--- src/rtl/rv_lsu_pkg.sv ---
// Shared types and constants for the load/store unit.
`timescale 1ns/1ps
package rv_lsu_pkg;

  localparam int LSU_DEPTH_WORDS = 64;

  localparam logic [2:0] F3_B  = 3'b000;
  localparam logic [2:0] F3_H  = 3'b001;
  localparam logic [2:0] F3_W  = 3'b010;
  localparam logic [2:0] F3_BU = 3'b100;
  localparam logic [2:0] F3_HU = 3'b101;

  typedef enum logic {
    IDLE      = 1'b0,
    RMW_WRITE = 1'b1
  } lsu_state_e;

  typedef struct packed {
    logic        valid;
    logic        we;
    logic [2:0]  funct3;
    logic [31:0] addr;
    logic [31:0] wdata;
  } lsu_req_t;

  // Stores only know B/H/W; loads add the unsigned variants.
  function automatic logic f3_legal(input logic we, input logic [2:0] f3);
    if (we) return (f3 == F3_B) || (f3 == F3_H) || (f3 == F3_W);
    return (f3 == F3_B) || (f3 == F3_H) || (f3 == F3_W) ||
           (f3 == F3_BU) || (f3 == F3_HU);
  endfunction

endpackage

--- src/rtl/lsu_load_align.sv ---
// Lane select and sign/zero extension of a raw memory word for loads.
`timescale 1ns/1ps
module lsu_load_align
  import rv_lsu_pkg::*;
(
  input  logic [31:0] rdata,
  input  logic [1:0]  lane,
  input  logic [2:0]  funct3,
  output logic [31:0] data
);

  logic [3:0][7:0] rb;
  logic [7:0]      b;
  logic [15:0]     h;

  assign rb = rdata;

  // Pick the addressed byte/half and extend according to funct3.
  always_comb begin
    b = rb[lane];
    h = lane[1] ? rdata[31:16] : rdata[15:0];
    case (funct3)
      F3_B:    data = {{24{b[7]}}, b};
      F3_BU:   data = {24'h0, b};
      F3_H:    data = {{16{h[15]}}, h};
      F3_HU:   data = {16'h0, h};
      default: data = rdata;
    endcase
  end

endmodule

--- src/rtl/load_store_unit.sv ---
// Memory-stage load/store unit in front of a word-only data memory.
// Sub-word stores are done as read-modify-write with a one-cycle stall.
// Build option: LSU_MISALIGN_TRAP_EN -- when defined, misaligned H/W
// accesses are rejected and flagged on misalign; otherwise the low address
// bits are forced to natural alignment and the access goes ahead.
`timescale 1ns/1ps
module load_store_unit
  import rv_lsu_pkg::*;
#(
  parameter int DEPTH_WORDS = LSU_DEPTH_WORDS,
  parameter int IDX_W       = $clog2(DEPTH_WORDS)
) (
  input  logic        clk,
  input  logic        reset,
  input  logic        req_valid,
  input  logic        req_we,
  input  logic [2:0]  req_funct3,
  input  logic [31:0] req_addr,
  input  logic [31:0] req_wdata,
  output logic        stall,
  output logic [31:0] load_data,
  output logic        load_valid,
  output logic        misalign,
  output logic [31:0] mem_addr,
  output logic [31:0] mem_wd,
  output logic        mem_we,
  input  logic [31:0] mem_rd
);

  lsu_req_t         req;
  lsu_state_e       state, state_nx;
  logic [IDX_W-1:0] idx, rmw_idx, addr_idx;
  logic [1:0]       lane;
  logic             legal, rej, acc, acc_ld, acc_sw, acc_sub, mis_hit;
  logic [31:0]      ext_data, merge_q;
  logic [3:0][7:0]  rd_b, st_b, mrg_b;
  logic [3:0]       be;

  assign req = '{valid: req_valid, we: req_we, funct3: req_funct3,
                 addr: req_addr, wdata: req_wdata};

  // Address bits above the word index wrap away by design.
  logic unused_addr;
  assign unused_addr = ^req.addr[31:IDX_W+2];

  // Decode: word index, effective byte lane, and which access is taken.
  always_comb begin
    idx   = req.addr[IDX_W+1:2];
    legal = f3_legal(req.we, req.funct3);
`ifdef LSU_MISALIGN_TRAP_EN
    rej  = ((req.funct3[1:0] == 2'b01) && req.addr[0]) ||
           ((req.funct3[1:0] == 2'b10) && (req.addr[1:0] != 2'b00));
    lane = req.addr[1:0];
`else
    rej = 1'b0;
    case (req.funct3[1:0])
      2'b01:   lane = {req.addr[1], 1'b0};
      2'b10:   lane = 2'b00;
      default: lane = req.addr[1:0];
    endcase
`endif
    acc     = (state == IDLE) && req.valid && legal && !rej;
    acc_ld  = acc && !req.we;
    acc_sw  = acc && req.we && (req.funct3 == F3_W);
    acc_sub = acc && req.we && (req.funct3 != F3_W);
    mis_hit = (state == IDLE) && req.valid && legal && rej;
  end

  // Store merge: replicate store data across lanes, keep read bytes elsewhere.
  assign rd_b = mem_rd;
  assign st_b = (req.funct3[1:0] == 2'b00) ? {4{req.wdata[7:0]}}
                                           : {2{req.wdata[15:0]}};

  for (genvar i = 0; i < 4; i++) begin : g_lane
    assign be[i]    = (req.funct3[1:0] == 2'b00) ? (lane == 2'(i))
                                                 : (lane[1] == 1'(i / 2));
    assign mrg_b[i] = be[i] ? st_b[i] : rd_b[i];
  end

  lsu_load_align u_align (
    .rdata  (mem_rd),
    .lane   (lane),
    .funct3 (req.funct3),
    .data   (ext_data)
  );

  // Next state and memory-side outputs; reset forces everything quiet.
  always_comb begin
    state_nx = state;
    stall    = 1'b0;
    mem_we   = 1'b0;
    mem_wd   = '0;
    addr_idx = '0;
    case (state)
      IDLE: begin
        if (req.valid) addr_idx = idx;
        if (acc_sw) begin
          mem_we = 1'b1;
          mem_wd = req.wdata;
        end
        if (acc_sub) begin
          stall    = 1'b1;
          state_nx = RMW_WRITE;
        end
      end
      RMW_WRITE: begin
        mem_we   = 1'b1;
        mem_wd   = merge_q;
        addr_idx = rmw_idx;
        state_nx = IDLE;
      end
      default: state_nx = IDLE;
    endcase
    if (reset) begin
      stall    = 1'b0;
      mem_we   = 1'b0;
      mem_wd   = '0;
      addr_idx = '0;
    end
  end

  assign mem_addr = {{(32 - IDX_W){1'b0}}, addr_idx};

  // State, registered load result, pulses and RMW capture.
  always_ff @(posedge clk) begin
    if (reset) begin
      state      <= IDLE;
      load_data  <= '0;
      load_valid <= 1'b0;
      misalign   <= 1'b0;
      merge_q    <= '0;
      rmw_idx    <= '0;
    end else begin
      state      <= state_nx;
      load_valid <= acc_ld;
      misalign   <= mis_hit;
      if (acc_ld) load_data <= ext_data;
      if (acc_sub) begin
        merge_q <= mrg_b;
        rmw_idx <= idx;
      end
    end
  end

endmodule

--- config.mk ---
export PLATFORM = sky130hd
export DESIGN_NAME = load_store_unit
export DESIGN_NICKNAME = d
export VERILOG_FILES = /design/src/rtl/rv_lsu_pkg.sv /design/src/rtl/lsu_load_align.sv /design/src/rtl/load_store_unit.sv
export SDC_FILE = /design/constraint.sdc
export NUM_CORES = 1
export LEC_CHECK = 0
export ABC_AREA = 1
export CAP_MARGIN = 40
export CORE_UTILIZATION = 25
export DETAILED_ROUTE_END_ITERATION = 8
export HOLD_SLACK_MARGIN = 0.15
export PLACE_DENSITY = 0.58
export SLEW_MARGIN = 10
export SYNTH_ARGS = -nofsm -noshare
export SYNTH_HDL_FRONTEND = slang
export SYNTH_SLANG_ARGS = --single-unit
--- constraint.sdc ---
create_clock -name clk -period 1.81 [get_ports clk]
set_input_delay 0.2715 -clock clk [delete_from_list [all_inputs] [get_ports clk]]
set_output_delay 0.2715 -clock clk [all_outputs]
set_load 0.01 [all_outputs]
* After elaboration in Yosys (flattened, before gate mapping) *
Index checks and enable logic that the tools add are counted.

storage, ports and cells
  flip-flop bits (word level) = 72
  latch bits = 0
  RAM bits = 0
  ROM bits = 0
  input bits = 103
  output and inout bits = 100
  word-level logic and storage cells = 62
  memories = 0

cells by class
  add/subtract/negate cells = 0
  multiply operators = 0
  divide/modulo/power cells = 0
  $lt $le $gt $ge = 1
  equality and inequality tests = 10
  shift operators = 0
  muxes and demuxes = 30
  bitwise gates (word level) = 2
  reduce and logical (&&, ||, !) cells = 14

operators with widths
  cell                number
  $pmux 32 s4         1
  $mux 32             3
  $pmux 32 s2         1
  $mux 8              5
  $bmux 8 s2          1
  $mux 16             1
  $mux 1              12
  $mux 6              2
  $pmux 6 s2          1
  $eq 2x2->1 const B  3
  $eq 3x3->1 const B  2
  $logic_and 1x1->1   6
  $eq 2x1->1 const B  2
  $logic_not 2->1     2
  $logic_or 1x1->1    4
  $pmux 1 s2          2
  $pmux 2 s2          1
  $eq 3x1->1 const B  1
  $eq 3x2->1 const B  1
  $logic_not 3->1     1
  $lt 2x3->1 const B  1
  $ne 3x2->1 const B  1
  $not 1->1           2
  $logic_not 1->1     1

* Depth between registers and ports, before layout *
  depth in word-level cells = 12
  depth in mapped cells = 14
  mapped depth without buffers = 11

* Modules after synthesis *
A second synthesis with hierarchy kept.

unflattened totals
  cell total of the unflattened synthesis = 896
  area, all modules = 5248.8 µm²

by module, submodules not included
  module           times used  cells each  area an instance (µm²)  seq. area each (µm²)
  load_store_unit  1           727         4376.7                  1441.4
  lsu_load_align   1           169         872.1                   0.0

* Least setup slack after synthesis *
Ideal clock, no wire load.

  path kind = input -> output
  from = input port req_funct3[1]
  to = output port mem_we
  arrival time = 1.504 ns
  data required time = 1.539 ns
  setup slack = 0.035 ns
  cell stages on the path = 12
  buffers on the path = 2
  cells stage by stage = inv_1 > ha_1 > buf_6 > inv_4 > nand3_2 > nand3_4 > inv_4 > nand2_1 > nand2_1 > nand2_2 > buf_6 > inv_1

between the ends
  word-level cells in the longest chain between the ends = 12
  elaborated cells on any way between the ends = 17
  those cells by class = eq/ne (4); mux (5); reduce/logical (8)

ends and longest elaborated chain
  element                                               line                                source
  start: declaration                                    load_store_unit.sv:17               input logic [2:0] req_funct3,
  $eq 3x1->1 / $logic_not 3->1 (equally long branches)  rv_lsu_pkg.sv:28, rv_lsu_pkg.sv:29
  $logic_or 1x1->1 (2 in a row)                         rv_lsu_pkg.sv:28, rv_lsu_pkg.sv:29
  $logic_or 1x1->1                                      rv_lsu_pkg.sv:29                    return (f3 == F3_B) || (f3 == F3_H) || (f3 == F3_W) ||
  $logic_or 1x1->1                                      rv_lsu_pkg.sv:30                    (f3 == F3_BU) || (f3 == F3_HU);
  $mux 1                                                rv_lsu_pkg.sv:29
  $logic_and 1x1->1                                     -
  $logic_and 1x1->1                                     load_store_unit.sv:64               acc_sw = acc && req.we && (req.funct3 == F3_W);
  $logic_and 1x1->1 (*)                                 load_store_unit.sv:64
  $mux 1 (*)                                            load_store_unit.sv:97               if (acc_sw) begin
  $pmux 1 s2 (*)                                        load_store_unit.sv:94               case (state)
  $mux 1 (*)                                            load_store_unit.sv:114              if (reset) begin
  end: declaration                                      load_store_unit.sv:26               output logic mem_we,

Every way passes the cells marked *; elsewhere a longest branch is shown, timed or not. The select of a mux whose other input is x is not followed.

* Worst setup path in the final report *
  from = register state
  to = output port mem_wd[6]

between the ends
  word-level cells in the longest chain between the ends = 8

ends and longest elaborated chain
  element                         line                    source
  start: declaration              load_store_unit.sv:31   lsu_state_e state, state_nx;
  start signal: assignment        load_store_unit.sv:134  state <= state_nx;
  $not 1->1                       -
  $logic_and 1x1->1 (2 in a row)  -
  $logic_and 1x1->1 (2 in a row)  load_store_unit.sv:64
  $mux 32                         load_store_unit.sv:97
  $pmux 32 s2 (*)                 load_store_unit.sv:94
  $mux 32 (*)                     load_store_unit.sv:114
  end: declaration                load_store_unit.sv:25   output logic [31:0] mem_wd,

Every way passes the cells marked *; elsewhere a longest branch is shown, timed or not.

==> flow_metrics.tcl <==
set metrics [dict create \
    status "complete, but fails checks" \
    violations "negative setup slack" \
    critical_path_class "flip-flop to output port" \
    setup_ws_ns -0.258 \
    end_kind "output port" \
    fin_crit_ns 2.07 \
    grt_pass1_vias 5261 \
    final_common_cell "nand2_1" \
    yosysTopAreaCell "dfxtp_1" \
    finalHoldViolCount 0 \
    switching_share_pct 28.8 \
    pwr-share-seq_pct 35.3 \
    wl_per_cell_um 14.7 \
    postSynthAreaPerCell_um2 6.22 \
    worst_ep_required_time_ns 1.54 \
    ys_seq_elements 72 \
    cts_tree "yes" \
    clk_pin_slew_ns 0.05 \
    final_core_util_pct 39.4 \
    h-tree-depth 3 \
    relSlewSlack_pct 64.2 \
    first_iter_violations 354 \
    power_switching_uw 1390 \
    clock-root-buffer "clkbuf_16" \
    fillers 2023 \
    synth_top_area_share_pct 29.9 \
    cp_max_fo 8 \
    syn-cell-area_um2 4830 \
    hold_slack_ns 0.464 \
    skew_ns 0.00589 \
    placed_area_um2 6940 \
    die-area_um2 19900 \
    die_x_um 141 \
    power_leakage_uw 0.00333 \
    start_kind "flip-flop" \
    synthSimpleGateAreaFrac_pct 34.2 \
    die_h_um 141 \
    grt_pass1_wl_mm 28.2 \
    dp_hpwl_mm 13.4 \
    intPower_uw 3430 \
    overflow 0 \
    rsz0062_at_grt "yes" \
    powerDensity_nw_per_um2 650 \
    row_count 50 \
    initial_core_util_pct 25.6 \
    cts_buffer_depth 2 \
    regArea_um2 1440 \
    clockPowerShare_pct 39.5 \
    combPwrFrac_pct 25.2 \
    pin_count 203 \
    pre_cts_ws_ns -0.799 \
    clk_latency_ns 0.35 \
    drcViolationCount 0 \
    fmax_mhz 483 \
    vias_per_cell 4.47 \
    drive_gt1_share_pct 22.2 \
    synth_xor_area_share_pct 0 \
    critPathArrivalTime_ns 1.80 \
    synth.area.top_cells "dfxtp_1, nand2_1, nor2_1, o21ai_0, a21oi_1" \
    antenna_left 0 \
    dr_total_vias 5509 \
    synthCells 776 \
    hold_path.class "flip-flop to flip-flop" \
    cts_hold_buf 0 \
    synth_mux_area_share_pct 0 \
    setup_viol_count_final 34 \
    synth_compound_area_share_pct 20.6 \
    layout.nets 1076 \
    yosysSeqAreaShare_pct 29.9 \
    core-area_um2 18800 \
    synth_adder_area_share_pct 1.04 \
    worst_slew_pin_slew_ns 0.538 \
    antenna_found_initial 1 \
    routed_wl_mm 18.1 \
    clock-sinks 72 \
    drt-pass1-iter-count 4 \
    antenna_cells 0 \
    max_cap_viol_count 0 \
    syn2layout_area_growth_pct 53.6 \
    final_cell_area_um2 7410 \
    numCtsBuffers 9 \
    vdd_drop_max_mv 0.461 \
    total_power_uw 4820 \
    io_buffer_count 151 \
    grt_usage_pct 18.4 \
    ys_warn_count 0 \
    ys_types 30 \
    grt_start_max_net_pins 57 \
    slew_violations 0 \
    gp_routability_congestion 0.918 \
    multiInputGateArea_um2 2980 \
    final_cell_mix "nand2_1, nor2_1, clkdlybuf4s50_1" \
    min_period_over_period_pct 114 \
    synth_top_family_by_area "simple AND/OR/NAND/NOR gates" \
]
-- kinds of logic after synthesis --
group,Yosys count
other,1
and+or+nand+nor,378
DFF,72
adders and majority gates,4
AOI/OAI and AO/OA,188
buffers and inverters,133
-- area by class of cell --
cell class	count	area share (%)
Clock buffer	10	3.22
Clock inverter	4	0.945
Inverter	58	3.14
Multi-Input combinational cell	597	40.2
Sequential cell	72	19.5
Tap cell	260	4.39
Timing Repair Buffer	231	28.6
-- what timing repair did --
action / CTS / global route
endpoints found under the setup margin: 108 / 51
pin swaps: 6 / 12
gates resized for setup: 174 / 69
setup buffers: 6 / 2
cloned: 2 / 0
-- state kept, by name, summed over array words and instances (netlist names) --
| name | count |
|---|---|
| rmw_idx | 6 |
| load_data | 32 |
| merge_q | 32 |
| state | 1 |
| load_valid | 1 |
-- path summary, 6_finish.rpt --
path / slack (ns) / end / from / depth (start not counted)
worst min register to register: 0.46 / load_data[11]$_SDFFE_PP0P_ / load_data[11]$_SDFFE_PP0P_ / 2
worst min-delay path: 0.46 / load_data[11]$_SDFFE_PP0P_ / load_data[11]$_SDFFE_PP0P_ / 2
worst max-delay path: -0.26 / mem_wd[6] / state$_SDFF_PP0_ / 11
worst max register to register: 0.07 / merge_q[26]$_SDFFE_PP0P_ / state$_SDFF_PP0_ / 10
-- power by group through the flow --
stage                     clock (uW)  sequential [uW]  combinational, uW
after floorplan                    0             1740                625
after detailed placement           0             1740               1170
after global routing            2020             1710               1330
after global placement             0             1740               1160
final                           1900             1700               1210
after CTS                       1960             1700               1190
-- layer usage --
| layer | track usage (%) | wire [um] | up-vias |
|---|---|---|---|
| li1 | - | - | 2824 |
| met1 | 23.7 | 8320 | 2478 |
| met2 | 29.6 | 8100 | 177 |
| met4 | 6.52 | 369 | 2 |
| met5 | 0 | 12 | - |
| met3 | 4.93 | 1280 | 28 |
-- worst max-delay path, cell delays in order (launching register included) --
cell and delay (ns):
dfxtp_2 0.33, nor2_4 0.15, and2_4 0.18, nand3_4 0.09, clkinv_4 0.08, nand2_4 0.05
nand2_4 0.06, nand2_4 0.05, buf_6 0.12, buf_12 0.14, nor2_2 0.07, buf_2 0.13
-- Yosys cell counts, drive strengths merged --
library cell  instances
and2                  1
o211ai                1
clkbuf               22
nand3                53
nand2               182
dfxtp                72
o21ai               115
or2                   1
nor2                132
nand4                 2
inv                  58
ha                    4
conb                  1
buf                  53
nand3b                7
a21oi                72
-- per-stage QoR --
step	instances	setup TNS (ns)
floorplan	802	0
global placement	1211	-55.68
detailed placement	1211	-57.62
CTS	1233	-7.68
global route	1232	-8.66
finish	1232	-6.29
(Power assumes the default switching activity.)
==> patch 1 (config.mk and constraints unchanged) <==
Build with the macro `LSU_MISALIGN_TRAP_EN` defined.
--- a/src/rtl/load_store_unit.sv
+++ b/src/rtl/load_store_unit.sv
@@ -4,6 +4,8 @@
 // accesses are rejected and flagged on misalign; otherwise the low address
 // bits are forced to natural alignment and the access goes ahead.
 `timescale 1ns/1ps
+`define LSU_MISALIGN_TRAP_EN
+
 module load_store_unit
   import rv_lsu_pkg::*;
 #(
Behaviour: not the same (a bounded check fails within 4 cycles, from zero or initial values and one cycle with reset high).
==> patch 1 against the unedited design <==
- sequential cell count grew 1
- highest routed layer is now met4
- global-route usage grew 0.57 points
- core utilization shrank 1.5 points
- the flow still finishes with violations (setup timing)
- total power shrank 1.6%
- die area grew 4.8%
- final area grew 0.51%
- routed wire length grew 5.3%
- fmax shrank 1.4%
- worst setup slack lost 29 ps
- largest cell class unchanged
- area after synthesis grew 4.8%
==> patch 1: results (changes against the unedited design) <==
wire length on met2 8580 µm (+6.0%); met2 track utilization from global routing 0.3003 (+0.003867); ratio of cells with drive above 1 in the final layout 0.1442 (-0.07804); depth of the worst register-to-register path 12 (+2); Worst-path clk slew 60 ps; Mean Syn Cell Area 5.646 µm² (-9.2%); leakage component of the power 3.656 nW (+9.9%); Regs by FF count load_data (32), merge_q (32), rmw_idx (6); Layout Skew 8.429 ps (+2.535 ps); Max stage delay on crit path 330 ps (about the same); FF-to-FF setup slack 50 ps (-20 ps); async set or reset register ratio after synthesis 0 (unchanged); worst IR drop on VDD 0.0003956 V (-14%); I/O Buffers 152 (+0.66%); GRT Overall Usage 0.1902 (+0.005708); total wire length 19050 µm (+5.3%); summed negative setup slack over all endpoints -7606 ps (-1312 ps); violations in the final reports setup timing; capture instance of the worst register-to-register path merge_q[11]; class of the most critical hold timing path input pin to register; final weighted congestion in routability-driven placement 0.8881 (-3.3%); top cells by area in the synthesized netlist sky130_fd_sc_hd__dfxtp_1 29%, sky130_fd_sc_hd__nand2_1 22%, sky130_fd_sc_hd__nor2_1 11%; Final Max Slew Viols 0 (unchanged); number of clock buffers inserted by TritonCTS 9 (unchanged); post-route worst setup slack -287.2 ps (-28.78 ps); Clock Path Buffers 2 (unchanged); routing usage on met1 0.2614 (+0.02443); outcome finished, violations left; post-detailed-placement half-perimeter wirelength 13710 µm (+2.3%); power density over cell area 636.8 nW/µm² (-2.0%); compound-gate portion of the synthesized area 0.1170 (-0.08861); Yosys cell types 27 (-10%); Final nets 1173 (+9.0%); via count of the first global-routing pass 5531 (+5.1%); number of DRC violations after detailed-routing iteration 0 444 (+25%); critical path's slowest cell sky130_fd_sc_hd__dfxtp_2; global-route wire length before repair 29570 µm (+4.7%); Seq/Total Area, Yosys 0.2889 (-0.009783); detailed-router iteration count before antenna repair 5 (+1); number of warnings reported in the yosys synthesis log 0 (unchanged); non-filler cells in the finished layout 1341 (+8.8%); adder and majority cell fraction of the synthesized area 0 (-0.01037); Setup violations, final 34 (unchanged); insertion delay of the later-clocked pin in the worst-skew pair 350 ps (about the same); Layout fillers 2234 (+10%); Avg Vias per Cell 4.433 (-0.86%); dominant delay contributor by cell family on the critical path buffers and inverters; pin count of the biggest net entering global routing 71 (+25%); multiplexer fraction of the synthesized cell area 0 (unchanged); grt met3 use 0.04238 (-0.006869); initial antenna violation count 1 (unchanged); Critical Path Sink mem_wd[15]; length of routed met3 wiring 1474 µm (+15%); Worst Path Arrival 1830 ps (+30 ps); cell chosen for the clock root sky130_fd_sc_hd__clkbuf_16; top layer used by detailed routing met4; largest fanout of any net on the critical path 7 (-1); dpl cells 1315 (+8.6%); cell types with the highest counts after synthesis 298 x sky130_fd_sc_hd__nand2_1, 149 x sky130_fd_sc_hd__nor2_1, 101 x sky130_fd_sc_hd__inv_1; post-route met1 wirelength 8759 µm (+5.2%)
## patch 1: stage by stage
| stage | instance area, µm² | hold slack, ps | utilization | setup slack, ps |
|---|---|---|---|---|
| finish | 7450 | 391.7 | 0.3790 | -287.2 |
| global route | 7450 | 399.6 | 0.3790 | -450.0 |
| CTS | 7420 | 369.4 | 0.3775 | -393.6 |
| detailed placement | 7066 | 476.3 | 0.3595 | -738.6 |
| global placement | 7066 | 471.4 | 0.3595 | -702.7 |
| floorplan | 5152 | 406.4 | - | 110.8 |
## patch 1: power by group
part / internal (W) / total (W) / switching, W
sequential: 0.00169 / 0.00173 / 0.0000391
clock: 0.00118 / 0.00187 / 0.000694
combinational: 0.000517 / 0.00114 / 0.000628
## patch 1: area by class of cell
| class | instances | area [µm²] | share of cell area |
|---|---|---|---|
| Antenna cell | 1 | 2.502 | 0.0003359 |
| Clock buffer | 14 | 274.0 | 0.03678 |
| Clock inverter | 2 | 35.03 | 0.004703 |
| Inverter | 106 | 404.1 | 0.05425 |
| Multi-Input combinational cell | 660 | 2864 | 0.3844 |
| Sequential cell | 73 | 1463 | 0.1963 |
| Tap cell | 265 | 331.6 | 0.04451 |
| Timing Repair Buffer | 220 | 2076 | 0.2786 |
## patch 1: worst min-delay path by stage
| stage | from | endpoint | slack [ps] | cells after the start |
|---|---|---|---|---|
| after floorplan | req_addr[2] | rmw_idx[0] | 410 | 2 |
| after global placement | load_data[3] | load_data[3] | 470 | 2 |
| after detailed placement | load_data[3] | load_data[3] | 480 | 2 |
| after CTS | reset | misalign | 370 | 3 |
| after global routing | reset | state | 400 | 3 |
| final | reset | misalign | 390 | 3 |
## patch 1: repair_timing
action / in CTS / in global routing
setup buffers: 9 / 1
gates cloned: 3 / 0
pin swaps: 8 / 11
setup endpoints to repair: 72 / 104
gates resized for setup: 140 / 41
==> patch 2 (same flow settings) <==
Made on the original files. Make the reset (`reset`) asynchronous in one clocked block.
--- a/src/rtl/load_store_unit.sv
+++ b/src/rtl/load_store_unit.sv
@@ -122,7 +122,7 @@
   assign mem_addr = {{(32 - IDX_W){1'b0}}, addr_idx};
 
   // State, registered load result, pulses and RMW capture.
-  always_ff @(posedge clk) begin
+  always_ff @(posedge clk or posedge reset) begin
     if (reset) begin
       state      <= IDLE;
       load_data  <= '0;
Function: differs if reset is asserted again (counterexample within 4 cycles, from zero or initial values and one cycle with reset high); with reset held inactive, the same outputs for 10 cycles.
==> patch 2 against the unedited design <==
- the flow still finishes with violations (setup timing)
- combinational power grew 75%
- routed wire length grew 2.5%
- sequential share of layout area grew 3.2 points
- worst setup slack gained 22 ps
- sequential cell count is the same
- core utilization grew 0.88 points
- area after synthesis grew 6.1%
- count of clock-buffer cells in the layout grew 2
- global-route usage shrank 1.1 points
- total power grew 24%
- synthesized cell count grew 2.8%
- final area grew 7.4%
- largest cell class unchanged
==> patch 2: results (changes against the unedited design) <==
ratio of cells with drive above 1 in the final layout 0.2163 (-0.005952); via count of the first global-routing pass 5256 (-0.095%); Yosys cell types 26 (-13%); largest fanout of any net on the critical path 6 (-2); Final nets 1111 (+3.3%); setup fix buffers added after clock tree synthesis 4 (-2); most frequently used flop master after synthesis sky130_fd_sc_hd__dfrtp_1; total wire length 18540 µm (+2.5%); Setup violations, final 34 (unchanged); final weighted congestion in routability-driven placement 0.8799 (-4.2%); top cells by area in the synthesized netlist sky130_fd_sc_hd__dfrtp_1 35%, sky130_fd_sc_hd__nand2_1 19%, sky130_fd_sc_hd__o21ai_0 8.1%; outcome finished, violations left; leakage component of the power 3.925 nW (+18%); detailed-router iteration count before antenna repair 5 (+1); Layout Skew 6.489 ps (+0.5959 ps); GRT Overall Usage 0.1739 (-0.01055); adder and majority cell fraction of the synthesized area 0.009775 (-0.0005956); post_cts resized 206 (+18%); dpl cells 1245 (+2.8%); worst IR drop on VDD 0.0004205 V (-8.8%); violations in the final reports setup timing; depth of the worst register-to-register path 11 (+1); async set or reset register ratio after synthesis 1.000 (+1.000); Critical Path Sink mem_wd[8]; Worst Path Arrival 1780 ps (-20 ps); post-route worst setup slack -236.9 ps (+21.57 ps); compound-gate portion of the synthesized area 0.1513 (-0.05433); cell types with the highest counts after synthesis 262 x sky130_fd_sc_hd__nand2_1, 94 x sky130_fd_sc_hd__inv_1, 91 x sky130_fd_sc_hd__nor2_1; most repeated library cell on the critical path sky130_fd_sc_hd__nand2_2; start point of the worst hold path load_data[1]
## patch 2: cell type report
| class | count | area (µm²) | share of cell area |
|---|---|---|---|
| clock buffer | 12 | 256.5 | 0.03222 |
| clock inverter | 3 | 17.52 | 0.002200 |
| inverter | 100 | 387.9 | 0.04872 |
| multi-input combinational | 583 | 2806 | 0.3525 |
| sequential | 72 | 1803 | 0.2265 |
| tap | 265 | 331.6 | 0.04165 |
| timing repair buffer | 238 | 2359 | 0.2962 |
## patch 2: through the flow
step	hold slack, ps	area (µm²)
after global placement	453.7	7315
final	475.3	7961
after floorplan	388.1	5276
after detailed placement	459.2	7335
after CTS	473.6	7672
after global routing	499.4	7961
## patch 2: report_power, final
| group | total (W) | switching, W | internal, W |
|---|---|---|---|
| sequential | 0.00219 | 0.000167 | 0.00202 |
| clock | 0.00168 | 0.000691 | 0.000990 |
| combinational | 0.00212 | 0.00108 | 0.00104 |
| total | 0.00599 | 0.00194 | 0.00405 |
